**config.mk**
```make
export PLATFORM = sky130hd
export DESIGN_NAME = pbox_iter_engine
export DESIGN_NICKNAME = d
export VERILOG_FILES = /design/src/rtl/pbox_iter_engine.sv
export SDC_FILE = /design/constraint.sdc
export NUM_CORES = 1
export LEC_CHECK = 0
export BUFFER_PORTS_ARGS = -buffer_cell sky130_fd_sc_hd__clkbuf_2
export CAP_MARGIN = 40
export CORE_UTILIZATION = 53
export CTS_BUF_LIST = sky130_fd_sc_hd__clkbuf_4 sky130_fd_sc_hd__clkbuf_8
export CTS_CLUSTER_DIAMETER = 80
export DETAILED_ROUTE_END_ITERATION = 12
export HOLD_SLACK_MARGIN = 0.05
export MAX_ROUTING_LAYER = met4
export PLACE_DENSITY_LB_ADDON = 0.05
export REMOVE_ABC_BUFFERS = 1
export SETUP_SLACK_MARGIN = 0.05
export SLEW_MARGIN = 20
export SYNTH_ARGS = -nofsm -noshare
export SYNTH_HDL_FRONTEND = slang
export SYNTH_SLANG_ARGS = --single-unit
```
**constraint.sdc**
```tcl
create_clock -name clk -period 1.6 [get_ports clk]
set_input_delay 0.24 -clock clk [delete_from_list [all_inputs] [get_ports clk]]
set_output_delay 0.24 -clock clk [all_outputs]
set_load 0.03 [all_outputs]
```
**src/rtl/pbox_iter_engine.sv**
```systemverilog
// Iterated PRESENT-style bit permutation: forward map i*N/4 mod (N-1), inverse 4*i mod (N-1),
// applied a programmable number of times to an operand taken over valid/ready.
module pbox_iter_engine #(
    parameter int WIDTH  = 64,
    parameter int ITER_W = 4
) (
    input  logic              clk,
    input  logic              rst_n,
    input  logic              in_valid,
    output logic              in_ready,
    input  logic              mode,
    input  logic [ITER_W-1:0] iter,
    input  logic [WIDTH-1:0]  data_in,
    output logic              out_valid,
    input  logic              out_ready,
    output logic [WIDTH-1:0]  data_out,
    output logic              busy
);

    if ((WIDTH % 4) != 0 || WIDTH < 8) begin : g_bad_width
        $error("pbox_iter_engine: WIDTH must be a multiple of 4 and at least 8");
    end

    typedef enum logic [1:0] {IDLE, RUN, DONE} state_t;

    state_t            state_q, state_d;
    logic [WIDTH-1:0]  data_q, data_d;
    logic [WIDTH-1:0]  fwd_perm, inv_perm;
    logic [ITER_W-1:0] count_q, count_d;
    logic              mode_q, mode_d;

    // Both maps are pure rewiring of the data register; bit N-1 is pinned to itself.
    for (genvar i = 0; i < WIDTH; i++) begin : g_perm
        localparam int FWD_IDX = (i == WIDTH - 1) ? i : (i * (WIDTH / 4)) % (WIDTH - 1);
        localparam int INV_IDX = (i == WIDTH - 1) ? i : (4 * i) % (WIDTH - 1);
        assign fwd_perm[FWD_IDX] = data_q[i];
        assign inv_perm[INV_IDX] = data_q[i];
    end

    // NOTE: state registers use non-blocking assignments so every flop samples pre-edge values.
    always_ff @(posedge clk or negedge rst_n) begin
        if (!rst_n) begin
            state_q <= IDLE;
            data_q  <= '0;
            count_q <= '0;
            mode_q  <= 1'b0;
        end else begin
            state_q <= state_d;
            data_q  <= data_d;
            count_q <= count_d;
            mode_q  <= mode_d;
        end
    end

    // NOTE: every signal gets its hold value first so no path through the case infers a latch.
    always_comb begin
        state_d = state_q;
        data_d  = data_q;
        count_d = count_q;
        mode_d  = mode_q;
        case (state_q)
            IDLE: begin
                if (in_valid) begin
                    data_d  = data_in;
                    mode_d  = mode;
                    count_d = iter;
                    state_d = (iter == '0) ? DONE : RUN;
                end
            end
            RUN: begin
                data_d  = mode_q ? inv_perm : fwd_perm;
                count_d = count_q - ITER_W'(1);
                if (count_q == ITER_W'(1)) begin
                    state_d = DONE;
                end
            end
            DONE: begin
                if (out_ready) begin
                    state_d = IDLE;
                end
            end
            default: state_d = IDLE;
        endcase
    end

    assign in_ready  = (state_q == IDLE);
    assign out_valid = (state_q == DONE);
    assign busy      = (state_q != IDLE);
    assign data_out  = data_q;

endmodule

```
# Word-level counts from Yosys, hierarchy flattened
# Cells that the tools add are included.
dict set report totals {
  register_bits 71
  inputBits 73
  elab_cells 31
}
dict set report classes {
  addsub 1
  eq_ne 6
  muxes 10
  bitwise 1
  reduce_logical 8
}
# op n
set ops {}
lappend ops {{$pmux 64 s2} 1}
lappend ops {{$mux 64} 1}
lappend ops {{$mux 63} 1}
lappend ops {{$mux 2} 4}
lappend ops {{$pmux 4 s2} 1}
lappend ops {{$pmux 2 s3} 1}
lappend ops {{$reduce_and 3->1} 2}
lappend ops {{$eq 4x1->1 const B} 1}
lappend ops {{$logic_not 4->1} 1}
lappend ops {{$mux 4} 1}
lappend ops {{$ne 2x2->1 const B} 2}
lappend ops {{$reduce_and 2->1} 2}
lappend ops {{$reduce_bool 2->1} 2}
lappend ops {{$sub 4x1->4 const B} 1}
lappend ops {{$eq 2x1->1 const B} 1}
lappend ops {{$eq 2x2->1 const B} 1}
lappend ops {{$logic_not 2->1} 1}
lappend ops {{$ne 2x1->1 const B} 1}
lappend ops {{$not 1->1} 1}

# Longest topological paths before layout
# Gate-level depths: netlist of run 1.
dict set report logic_depth {
  ltp_word 4
  mapped_depth 6
  ltp_nobuf 5
}

# Worst setup path after synthesis of run 1
# Ideal clock, no wire load.
dict set report synth_timing {
  path_type {flip-flop to flip-flop}
  from {register state_q[1]}
  to {register data_q[26], in the netlist data_out[26]}
  t_arrival_ns 1.186
  slack_ns 0.320
  stages_incl_launch_ff 7
  n_path_buf 3
  path_cell_list {dfrtp_1 > buf_2 > o21ba_2 > buf_6 > buf_4 > nor2_1 > a221oi_2}
}
dict set report synth_between {
  elab_chain_len 3
  elab_cells_between_ends 6
  cone_classes {eq/ne: 2; mux: 1; reduce/logical: 3}
}
# element line
set synth_lines {}
lappend synth_lines {{start, declared} 26} ;# state_t state_q, state_d;
lappend synth_lines {{start signal, assigned} 48} ;# state_q <= state_d;
lappend synth_lines {{$eq 2x1->1 or $logic_not 2->1 (tied branches)} 61} ;# case (state_q)
lappend synth_lines {{$reduce_bool 2->1 (no source line) or $ne 2x2->1 (tied branches)} -}
lappend synth_lines {{$reduce_and 2->1 (no source line)} -}
lappend synth_lines {{end signal, assigned} 49} ;# data_q <= data_d;
lappend synth_lines {{end, declared} 27} ;# logic [WIDTH-1:0] data_q, data_d;
# Parallel ways exist; a longest one is shown, timed or not. The select of a mux whose other input is x is not followed.
# A chain may end at the register's enable or synchronous reset.

# Worst setup path after layout of run 1
dict set report layout_timing {
  from {register state_q[0]}
  to {output busy}
}
dict set report layout_between {
  elab_chain_len 1
}
# element line
set layout_lines {}
lappend layout_lines {{$reduce_bool 2->1} 88} ;# assign busy = (state_q != IDLE);
lappend layout_lines {{end, declared} 17} ;# output logic busy
# Every way passes these cells.

==> implementation parameters, run 1 <==
Parameter                              Value

Clock tree
  Worst-Skew Late Latency ... 330 ps
  Clock root buffer master ... sky130_fd_sc_hd__clkbuf_8
  CTS clk-pin slew, worst paths ... 80 ps
  Largest buffer count on any clock path ... 2
  CTS tree ... built
  TritonCTS Buffers ... 9
  TritonCTS sink count ... 71
  Max H-tree Level ... 3

Layout
  Total of fill cells in the finished design ... 639
  Final core utilization ... 69.6%
  Cell area after layout ... 5460 sq um
  Ratio of cells with drive above 1 in the final layout ... 46.5%
  Number of nets in the layout ... 598
  Area grow syn2layout ... 25.4%
  Ant diodes ... 0

STA
  Max-slew violation total from the final report ... 0
  Final count of hold timing violations ... 0
  Clock period minus worst slack ... 1510 ps
  Min Hold Slack ... 131 ps
  Final period utilization ... 94.6%
  Setup_tns ... 0 ps
  Fmax ... 661 MHz
  Slew at the pin closest to its max-slew limit ... 481 ps
  Final worst clock skew ... 13.1 ps
  RSZ-0062 raised after global routing ... true
  Setup violations, final ... 0
  Max-slew headroom at the worst pin ... 67.9%

Synth
  Share of synthesized cell area in full adder, half adder and majority cells ... 0.575%
  Synth Instances ... 386
  Share of cell area taken by muxes after synthesis ... 15.1%
  Portion of the post-synthesis area used by sequential elements ... 40.8%
  Combinational family with the most area after synthesis ... compound AO/OA/AOI/OAI gates
  Netlist Area Pre-Place ... 4360 sq um
  Netlist cell types ... 31
  Mean cell area of the mapped netlist ... 11.3 sq um
  Synth Warn # ... 0
  Fraction of the mapped netlist area in simple logic gates ... 15.9%
  Post-Synth XOR/XNOR Area ... 0%
  Flop and latch count out of synthesis ... 71
  Compound-cell area share of the yosys netlist ... 22.8%

Detailed routing
  Via count ... 3521
  Routed via count divided by cell count ... 5.60
  Residual antenna-violating net count after detailed routing ... 0
  Post-detailed-route DRC marker count ... 0
  Detailed-routing iteration count for the pre-antenna-repair pass ... 5
  Wire length per cell after detailed routing ... 16.6 um
  Final wirelength ... 10500 um
  Detailed router's first-iteration violation count ... 144

Place
  Buffers on Ports ... 139
  Final HPWL from detailed placement ... 7140 um
  Placement-stage cell area ... 5220 sq um
  Global placer's final weighted congestion ... 0.797

GRT
  Maximum number of pins on one net before global-route repair ... 38
  GRT Total Usage ... 25.5%
  Initial antenna violation count ... 0
  Number of global-route vias before repair ... 3379
  Remaining global-route overflow ... 0
  First-pass GRT wire length ... 16800 um

Die
  Number of placement rows ... 32
  Die outline area ... 8580 sq um
  Num ports ... 140
  Initial core utilization ... 55.5%
  Die height ... 92.7 um
  Standard cell core area ... 7850 sq um
  Chip width ... 92.7 um

Critical path
  Worst EP required ... 1360 ps
  Worst endpoint data arrival time ... 1270 ps
  Worst setup EP type ... primary output
  Largest fanout of any net on the critical path ... 7
  CP Launch Type ... register
  Category of the most critical setup path ... register to primary output
  Setup slack on the worst flop-to-flop path ... 130 ps

Power
  Tot Pwr ... 12.4 mW
  Largest vdd supply drop ... 1230 uV
  LEAKAGE ... 2.44 nW
  P per Cell Area ... 2270 nW/um^2

Run status
  Status ... complete, no violations

Worst hold path
  Classification of the worst-slack hold path ... primary input to register

Job
  Number of max-cap violations ... 0
repair_timing:
| action | in CTS | in global routing |
|---|---|---|
| endpoints found under the hold margin | 31 | 0 |
| gates cloned | 0 | 1 |
| setup buffers | 2 | 2 |
| gates resized for setup | 2 | 2 |
| pin swaps | 0 | 1 |
| hold buffers | 1 | 0 |
| endpoints found under the setup margin | 2 | 6 |
worst max-delay path: stages, from the launching register on:
cell and delay, ps:
sky130_fd_sc_hd__dfrtp_1 480, sky130_fd_sc_hd__nor2_4 200, sky130_fd_sc_hd__inv_1 70, sky130_fd_sc_hd__clkbuf_2 180
registers in the layout (all words and copies together) (netlist names):
name	flops
mode_q	1
state_q	2
count_q	4
data_out	64
through the flow:
step	setup WS, ps	instances
6_report	87.2	629
3_5_place_dp	168	608
3_3_place_gp	193	608
4_1_cts	51.6	626
2_1_floorplan	-3280	350
5_1_grt	18.8	629
power by group:
group	leakage [nW]	switching, mW	internal, mW
Sequential	0.765	0.975	2.67
Clock	0.0898	0.659	0.585
Combinational	1.59	4.30	3.21
Total	2.44	5.93	6.47
layout make-up:
cell class / count / area, sq um / area share [%]
multi-input combinational: 275 / 2380 / 43.6
sequential: 71 / 1780 / 32.6
timing repair buffer: 162 / 993 / 18.2
clock buffer: 11 / 139 / 2.54
tap: 102 / 128 / 2.34
clock inverter: 4 / 23.8 / 0.435
inverter: 4 / 15.0 / 0.275
path summary, 6_finish.rpt:
path	end	cells past startpoint	from
setup / recovery	busy	3	state_q[0]
hold / removal	data_out[0]	2	data_in[0]
setup reg to reg	data_out[34]	5	state_q[0]
hold reg to reg	count_q[3]	1	count_q[3]
max in group asynchronous	data_out[49]	3	rst_n
min in group asynchronous	data_out[45]	2	rst_n
kinds of logic (layout without fill, tap and decap cells):
| family | count (synthesis) | in the layout |
|---|---|---|
| buffers and inverters | 40 | 181 |
| and+or+nand+nor | 134 | 134 |
| muxes | 65 | 65 |
| AOI/OAI and AO/OA | 74 | 74 |
| adders and majority gates | 2 | 2 |
| DFF | 71 | 71 |
cells in the mapped netlist (all sizes together):
| cell type | number | area share (%) |
|---|---|---|
| a311oi | 1 | 0.20 |
| o21ba | 1 | 0.23 |
| nand3 | 1 | 0.11 |
| nand2b | 1 | 0.14 |
| o22a | 3 | 0.60 |
| dfrtp | 71 | 41 |
| a221oi | 60 | 20 |
| o31ai | 1 | 0.17 |
| nor2 | 62 | 5.5 |
| ha | 2 | 0.57 |
| nand3b | 1 | 0.17 |
| mux2 | 5 | 1.3 |
| inv | 4 | 0.34 |
| buf | 27 | 3.6 |
| or4 | 1 | 0.17 |
| nor3 | 1 | 0.11 |
| o211ai | 1 | 0.17 |
| nor2b | 62 | 8.9 |
| a21bo | 1 | 0.23 |
| a21oi | 4 | 0.46 |
| nand2 | 1 | 0.086 |
| a21boi | 1 | 0.17 |
| mux2i | 60 | 14 |
| nor3b | 4 | 0.69 |
| clkbuf | 9 | 0.86 |
| a31oi | 1 | 0.14 |
metal layers:
layer | GRT usage, % | vias up | share of wire, %
met2 | 40.0 | 103 | 49
met4 | 8.85 | 0 | 1.1
met5 | - | - | 0
li1 | - | 1695 | -
met3 | 3.28 | 8 | 3.9
met1 | 34.3 | 1715 | 46
cell usage in the layout (no fill, tap or decap), types with 2 or more instances in the layout:
cell                         n
sky130_fd_sc_hd__nor2_1     61
sky130_fd_sc_hd__nor2b_1    61
sky130_fd_sc_hd__buf_12      8
sky130_fd_sc_hd__mux2i_1    60
sky130_fd_sc_hd__a21oi_1     4
sky130_fd_sc_hd__nor3b_1     4
sky130_fd_sc_hd__clkbuf_8    9
sky130_fd_sc_hd__ha_1        2
sky130_fd_sc_hd__o22a_1      3
sky130_fd_sc_hd__clkbuf_4    2
sky130_fd_sc_hd__inv_1       4
sky130_fd_sc_hd__clkbuf_2  137
sky130_fd_sc_hd__clkinv_2    3
sky130_fd_sc_hd__a221oi_1    2
sky130_fd_sc_hd__dfrtp_1    69
sky130_fd_sc_hd__a221oi_2   58
sky130_fd_sc_hd__buf_4      15
sky130_fd_sc_hd__mux2_2      5
Note: power is estimated with default switching activity, not from simulation.
==> run 2: changes to the inputs <==
Clock period 1.6 ns to 1.7 ns, I/O delays scaled along.
==> run 2 against run 1 <==
- clock-buffer cell count is 3 higher
- die area stayed put
- clock power is 31% higher
- sequential share of layout area is 0.15 points higher
- global-route usage is 0.23 points higher
- sequential cell count stayed put
- cell count is 0.95% lower
- total power is 3.8% lower
- combinational power is 8.4% lower
- critical endpoint is now out_valid
- largest cell class unchanged
==> implementation parameters, run 2 (synthesized netlist as in run 1, its figures left out) <==
Parameter                              Value

Clock tree
  CTS tree ... built
  Clock root buffer master ... sky130_fd_sc_hd__clkbuf_8
  Largest buffer count on any clock path ... 2
  Worst-Skew Late Latency ... 350 ps
  TritonCTS sink count ... 71
  CTS clk-pin slew, worst paths ... 70 ps
  Max H-tree Level ... 3
  TritonCTS Buffers ... 9

Detailed routing
  Detailed-routing iteration count for the pre-antenna-repair pass ... 4
  Routed via count divided by cell count ... 5.67
  Detailed router's first-iteration violation count ... 90
  Residual antenna-violating net count after detailed routing ... 0
  Final wirelength ... 10500 um
  Post-detailed-route DRC marker count ... 0
  Wire length per cell after detailed routing ... 16.9 um
  Via count ... 3533

Layout
  Number of nets in the layout ... 591
  Cell area after layout ... 5430 sq um
  Ant diodes ... 0
  Ratio of cells with drive above 1 in the final layout ... 45.9%
  Total of fill cells in the finished design ... 626
  Most frequent cells in the layout ... sky130_fd_sc_hd__clkbuf_2, sky130_fd_sc_hd__dfrtp_1, sky130_fd_sc_hd__nor2_1, sky130_fd_sc_hd__mux2i_1, sky130_fd_sc_hd__nor2b_1
  Multi-input logic area ... 2380 sq um
  Area grow syn2layout ... 24.7%
  Seq. cell area ... 1780 sq um
  Largest register FFs ... 64
  Most frequent standard cell in the layout excluding fill and tap cells ... sky130_fd_sc_hd__clkbuf_2

GRT
  First-pass GRT wire length ... 17000 um
  Number of global-route vias before repair ... 3528
  Global routing usage on met3 ... 4.76%
  Global-route track usage on met1 ... 32.4%
  GRT Total Usage ... 25.7%
  Routing layer with the top usage in global route ... met2
  Initial antenna violation count ... 0
  Remaining global-route overflow ... 0
  Maximum number of pins on one net before global-route repair ... 52
  Met2 global-route usage ... 42.5%

STA
  Max-slew headroom at the worst pin ... 72.7%
  Min Hold Slack ... 139 ps
  RSZ-0062 raised after global routing ... false
  Final worst setup slack ... 135 ps
  Slew at the pin closest to its max-slew limit ... 410 ps
  Clock period minus worst slack ... 1560 ps
  Fmax ... 639 MHz
  Setup violations, final ... 0
  Max-slew violation total from the final report ... 0
  Final period utilization ... 92.0%
  Final worst clock skew ... 4.92 ps
  Final count of hold timing violations ... 0

Critical path
  Worst endpoint data arrival time ... 1310 ps
  Worst EP required ... 1440 ps
  Category of the most critical setup path ... register to primary output
  CP Launch Type ... register
  Worst setup EP type ... primary output
  Largest fanout of any net on the critical path ... 11

Power
  P per Cell Area ... 2200 nW/um^2
  Largest vdd supply drop ... 1240 uV
  LEAKAGE ... 2.41 nW

Place
  Buffers on Ports ... 139
  Final HPWL from detailed placement ... 7210 um
  Global placer's final weighted congestion ... 0.811
  Setup WS pre-CTS ... 228 ps
  Placement-stage cell area ... 5160 sq um

Die
  Chip width ... 92.7 um
  Die height ... 92.7 um
  Die outline area ... 8580 sq um
  Num ports ... 140
  Standard cell core area ... 7850 sq um
  Initial core utilization ... 55.5%
  Number of placement rows ... 32

Worst hold path
  Classification of the worst-slack hold path ... primary input to register

Run status
  Status ... complete, no violations

Job
  Number of max-cap violations ... 0
-- run 2: cell count changes in the layout (fill, tap and decap cells not counted), sizes merged --
cell,change
buf,-7
clkinv,-4
clkbuf,+3
bufinv,+2
-- run 2: what timing repair did --
| action | 4_1_cts | 5_1_grt |
|---|---|---|
| setup endpoints to repair | 0 | 3 |
| endpoints found under the hold margin | 25 | 0 |
| buffers inserted | 0 | 1 |
| gates resized for setup | 0 | 3 |
| hold buffers | 1 | 0 |
-- run 2: final cells by class --
type | instances | area share [%]
Multi-Input combinational cell | 275 | 43.8
Clock inverter | 2 | 1.11
Tap cell | 102 | 2.35
Sequential cell | 71 | 32.8
Inverter | 4 | 0.276
Timing Repair Buffer | 155 | 16.3
Clock buffer | 14 | 3.43
-- run 2: worst paths after layout --
path                              start  slack [ps]  cells past startpoint           end
min reg2reg                data_out[42]         520                      1  data_out[42]
max                          state_q[0]         140                      3     out_valid
max reg2reg                  state_q[1]         210                      4  data_out[34]
max in group asynchronous         rst_n         760                      3  data_out[33]
min in group asynchronous         rst_n         390                      2  data_out[54]
min                          data_in[0]         140                      2   data_out[0]
-- run 2: through the flow --
step	instances	utilization, %	power, mW	TNS (ps)
final	623	69.2	11.9	0
after global routing	623	69.2	12.6	0
after CTS	622	69.1	12.0	0
after detailed placement	605	65.8	10.3	0
after global placement	605	65.8	10.2	0
after floorplan	350	-	8.17	-188940
-- run 2: critical path: stages (launching register included) --
cell and delay (ps):
sky130_fd_sc_hd__dfrtp_1 440, sky130_fd_sc_hd__buf_4 200, sky130_fd_sc_hd__nor2b_2 130, sky130_fd_sc_hd__clkbuf_4 200
-- run 2: power by group --
| part | total (mW) | switching (mW) | internal [mW] |
|---|---|---|---|
| combinational | 6.88 | 4.02 | 2.86 |
| sequential | 3.41 | 0.899 | 2.52 |
| clock | 1.63 | 0.629 | 1.00 |
-- run 2: per-layer routing --
metal  vias up  part of all wire (%)
li1       1679                     -
met1      1737                    46
met2       105                    48
met3        12                   4.6
met4         0                   1.2
met5         -                     0
==> run 3: changes to the inputs <==
Settings changed: MAX_ROUTING_LAYER met4 to unset.
==> run 3 against run 2 <==
- cell area unchanged
- clock-buffer cell count unchanged
- critical endpoint unchanged
- largest cell class unchanged
- worst hold slack improved by 0.70 ps
- combinational power about the same
- die area unchanged
- largest power group unchanged
- clock skew about the same
==> implementation parameters, run 3 (synthesized netlist as in run 1, its figures left out) <==
Parameter                              Value

Die
  Die height ... 92.7 um
  Num ports ... 140
  Die outline area ... 8580 sq um
  Standard cell core area ... 7850 sq um
  Number of placement rows ... 32
  Chip width ... 92.7 um
  Initial core utilization ... 55.5%

Layout
  Ratio of cells with drive above 1 in the final layout ... 45.9%
  Area grow syn2layout ... 24.7%
  Seq. cell area ... 1780 sq um
  Most frequent standard cell in the layout excluding fill and tap cells ... sky130_fd_sc_hd__clkbuf_2
  Total of fill cells in the finished design ... 626
  Number of non-filler instances in the completed layout ... 623
  Most frequent cells in the layout ... sky130_fd_sc_hd__clkbuf_2, sky130_fd_sc_hd__dfrtp_1, sky130_fd_sc_hd__nor2_1, sky130_fd_sc_hd__mux2i_1, sky130_fd_sc_hd__nor2b_1
  Number of nets in the layout ... 591
  Largest register FFs ... 64
  Cell area after layout ... 5430 sq um
  Multi-input logic area ... 2380 sq um
  Ant diodes ... 0

Power
  Clock Power Share ... 13.7%
  P per Cell Area ... 2190 nW/um^2
  Gate power share ... 57.7%
  Internal portion of total power ... 6.38 mW
  Largest vdd supply drop ... 1240 uV
  LEAKAGE ... 2.41 nW
  Fraction of power consumed by sequential logic ... 28.6%
  Net switching fraction of the power ... 46.5%
  Net Switching ... 5.54 mW

Detailed routing
  Routed via count divided by cell count ... 5.70
  Residual antenna-violating net count after detailed routing ... 0
  Detailed-routing iteration count for the pre-antenna-repair pass ... 5
  Detailed router's first-iteration violation count ... 91
  Via count ... 3551
  Post-detailed-route DRC marker count ... 0
  Wire length per cell after detailed routing ... 16.9 um
  Final wirelength ... 10500 um

Place
  Buffers on Ports ... 139
  Final HPWL from detailed placement ... 7210 um
  Placement-stage cell area ... 5160 sq um
  Global placer's final weighted congestion ... 0.800
  Placed Instances ... 605

Job
  Number of max-cap violations ... 0

GRT
  Initial antenna violation count ... 0
  GRT Total Usage ... 25.1%
  Remaining global-route overflow ... 0
  First-pass GRT wire length ... 17000 um
  Maximum number of pins on one net before global-route repair ... 52
  Number of global-route vias before repair ... 3528

STA
  Min Hold Slack ... 140 ps
  Setup_tns ... 0 ps
  RSZ-0062 raised after global routing ... false
  Fmax ... 640 MHz
  Max-slew violation total from the final report ... 0
  Final worst clock skew ... 5.09 ps
  Max-slew headroom at the worst pin ... 72.7%
  Final period utilization ... 92.0%
  Final count of hold timing violations ... 0
  Setup violations, final ... 0
  Clock period minus worst slack ... 1560 ps
  Slew at the pin closest to its max-slew limit ... 410 ps

Clock tree
  Largest buffer count on any clock path ... 2
  Worst-Skew Late Latency ... 340 ps
  TritonCTS Buffers ... 9
  Clock root buffer master ... sky130_fd_sc_hd__clkbuf_8
  CTS tree ... built
  TritonCTS sink count ... 71
  Max H-tree Level ... 3
  CTS clk-pin slew, worst paths ... 70 ps

Critical path
  Category of the most critical setup path ... register to primary output
  Largest fanout of any net on the critical path ... 11
  Worst endpoint data arrival time ... 1310 ps
  Setup slack on the worst flop-to-flop path ... 210 ps
  CP Launch Type ... register
  Worst EP required ... 1440 ps
  Worst setup EP type ... primary output

Worst hold path
  Classification of the worst-slack hold path ... primary input to register

Run status
  Status ... complete, no violations
run 3: cell counts in the layout (fill, tap and decap cells not counted):
Identical to the previous run, type by type.
run 3: area by class of cell:
cell class                 count  area share, %
timing repair buffer         155           16.3
sequential                    71           32.8
clock buffer                  14           3.43
multi-input combinational    275           43.8
inverter                       4          0.276
clock inverter                 2           1.11
tap                          102           2.35
run 3: per-stage QoR:
stage               power, mW  utilization [%]  setup WS (ps)
finish                   11.9             69.2            136
global route             12.6             69.2           50.2
CTS                      12.0             69.1           61.9
detailed placement       10.3             65.8            228
global placement         10.2             65.8            274
floorplan                8.17                -          -3180
run 3: path summary, 6_finish.rpt:
path | from | end | depth (start not counted)
worst max-delay path | state_q[0] | out_valid | 3
worst min-delay path | data_in[0] | data_out[0] | 2
worst max register to register | state_q[1] | data_out[3] | 4
worst min register to register | data_out[42] | data_out[42] | 1
max in group asynchronous | rst_n | data_out[33] | 3
min in group asynchronous | rst_n | data_out[54] | 2
run 3: what timing repair did:
| action | CTS | global route |
|---|---|---|
| resized for setup | 0 | 3 |
| endpoints found under the hold margin | 25 | 0 |
| hold buffers | 1 | 0 |
| setup endpoints to repair | 0 | 3 |
| buffers inserted | 0 | 1 |
run 3: power groups by stage:
stage	registers [mW]	logic, mW	clock network, mW
floorplan	4.81	3.36	0
global placement	3.39	6.77	0
detailed placement	3.42	6.92	0
CTS	3.39	6.91	1.67
global route	3.52	7.34	1.74
finish	3.41	6.87	1.63
run 3: worst max-delay path, stage by stage (launching register included):
cell                       delay, ps
sky130_fd_sc_hd__dfrtp_1         440
sky130_fd_sc_hd__buf_4           200
sky130_fd_sc_hd__nor2b_2         130
sky130_fd_sc_hd__clkbuf_4        200
run 3: routing by layer:
metal,global-route usage [%],share of wire [%],up-vias
li1,-,-,1680
met1,32.1,46,1761
met2,42.5,49,99
met3,5.42,4.5,11
met4,7.31,1.2,0
met5,0,0,-
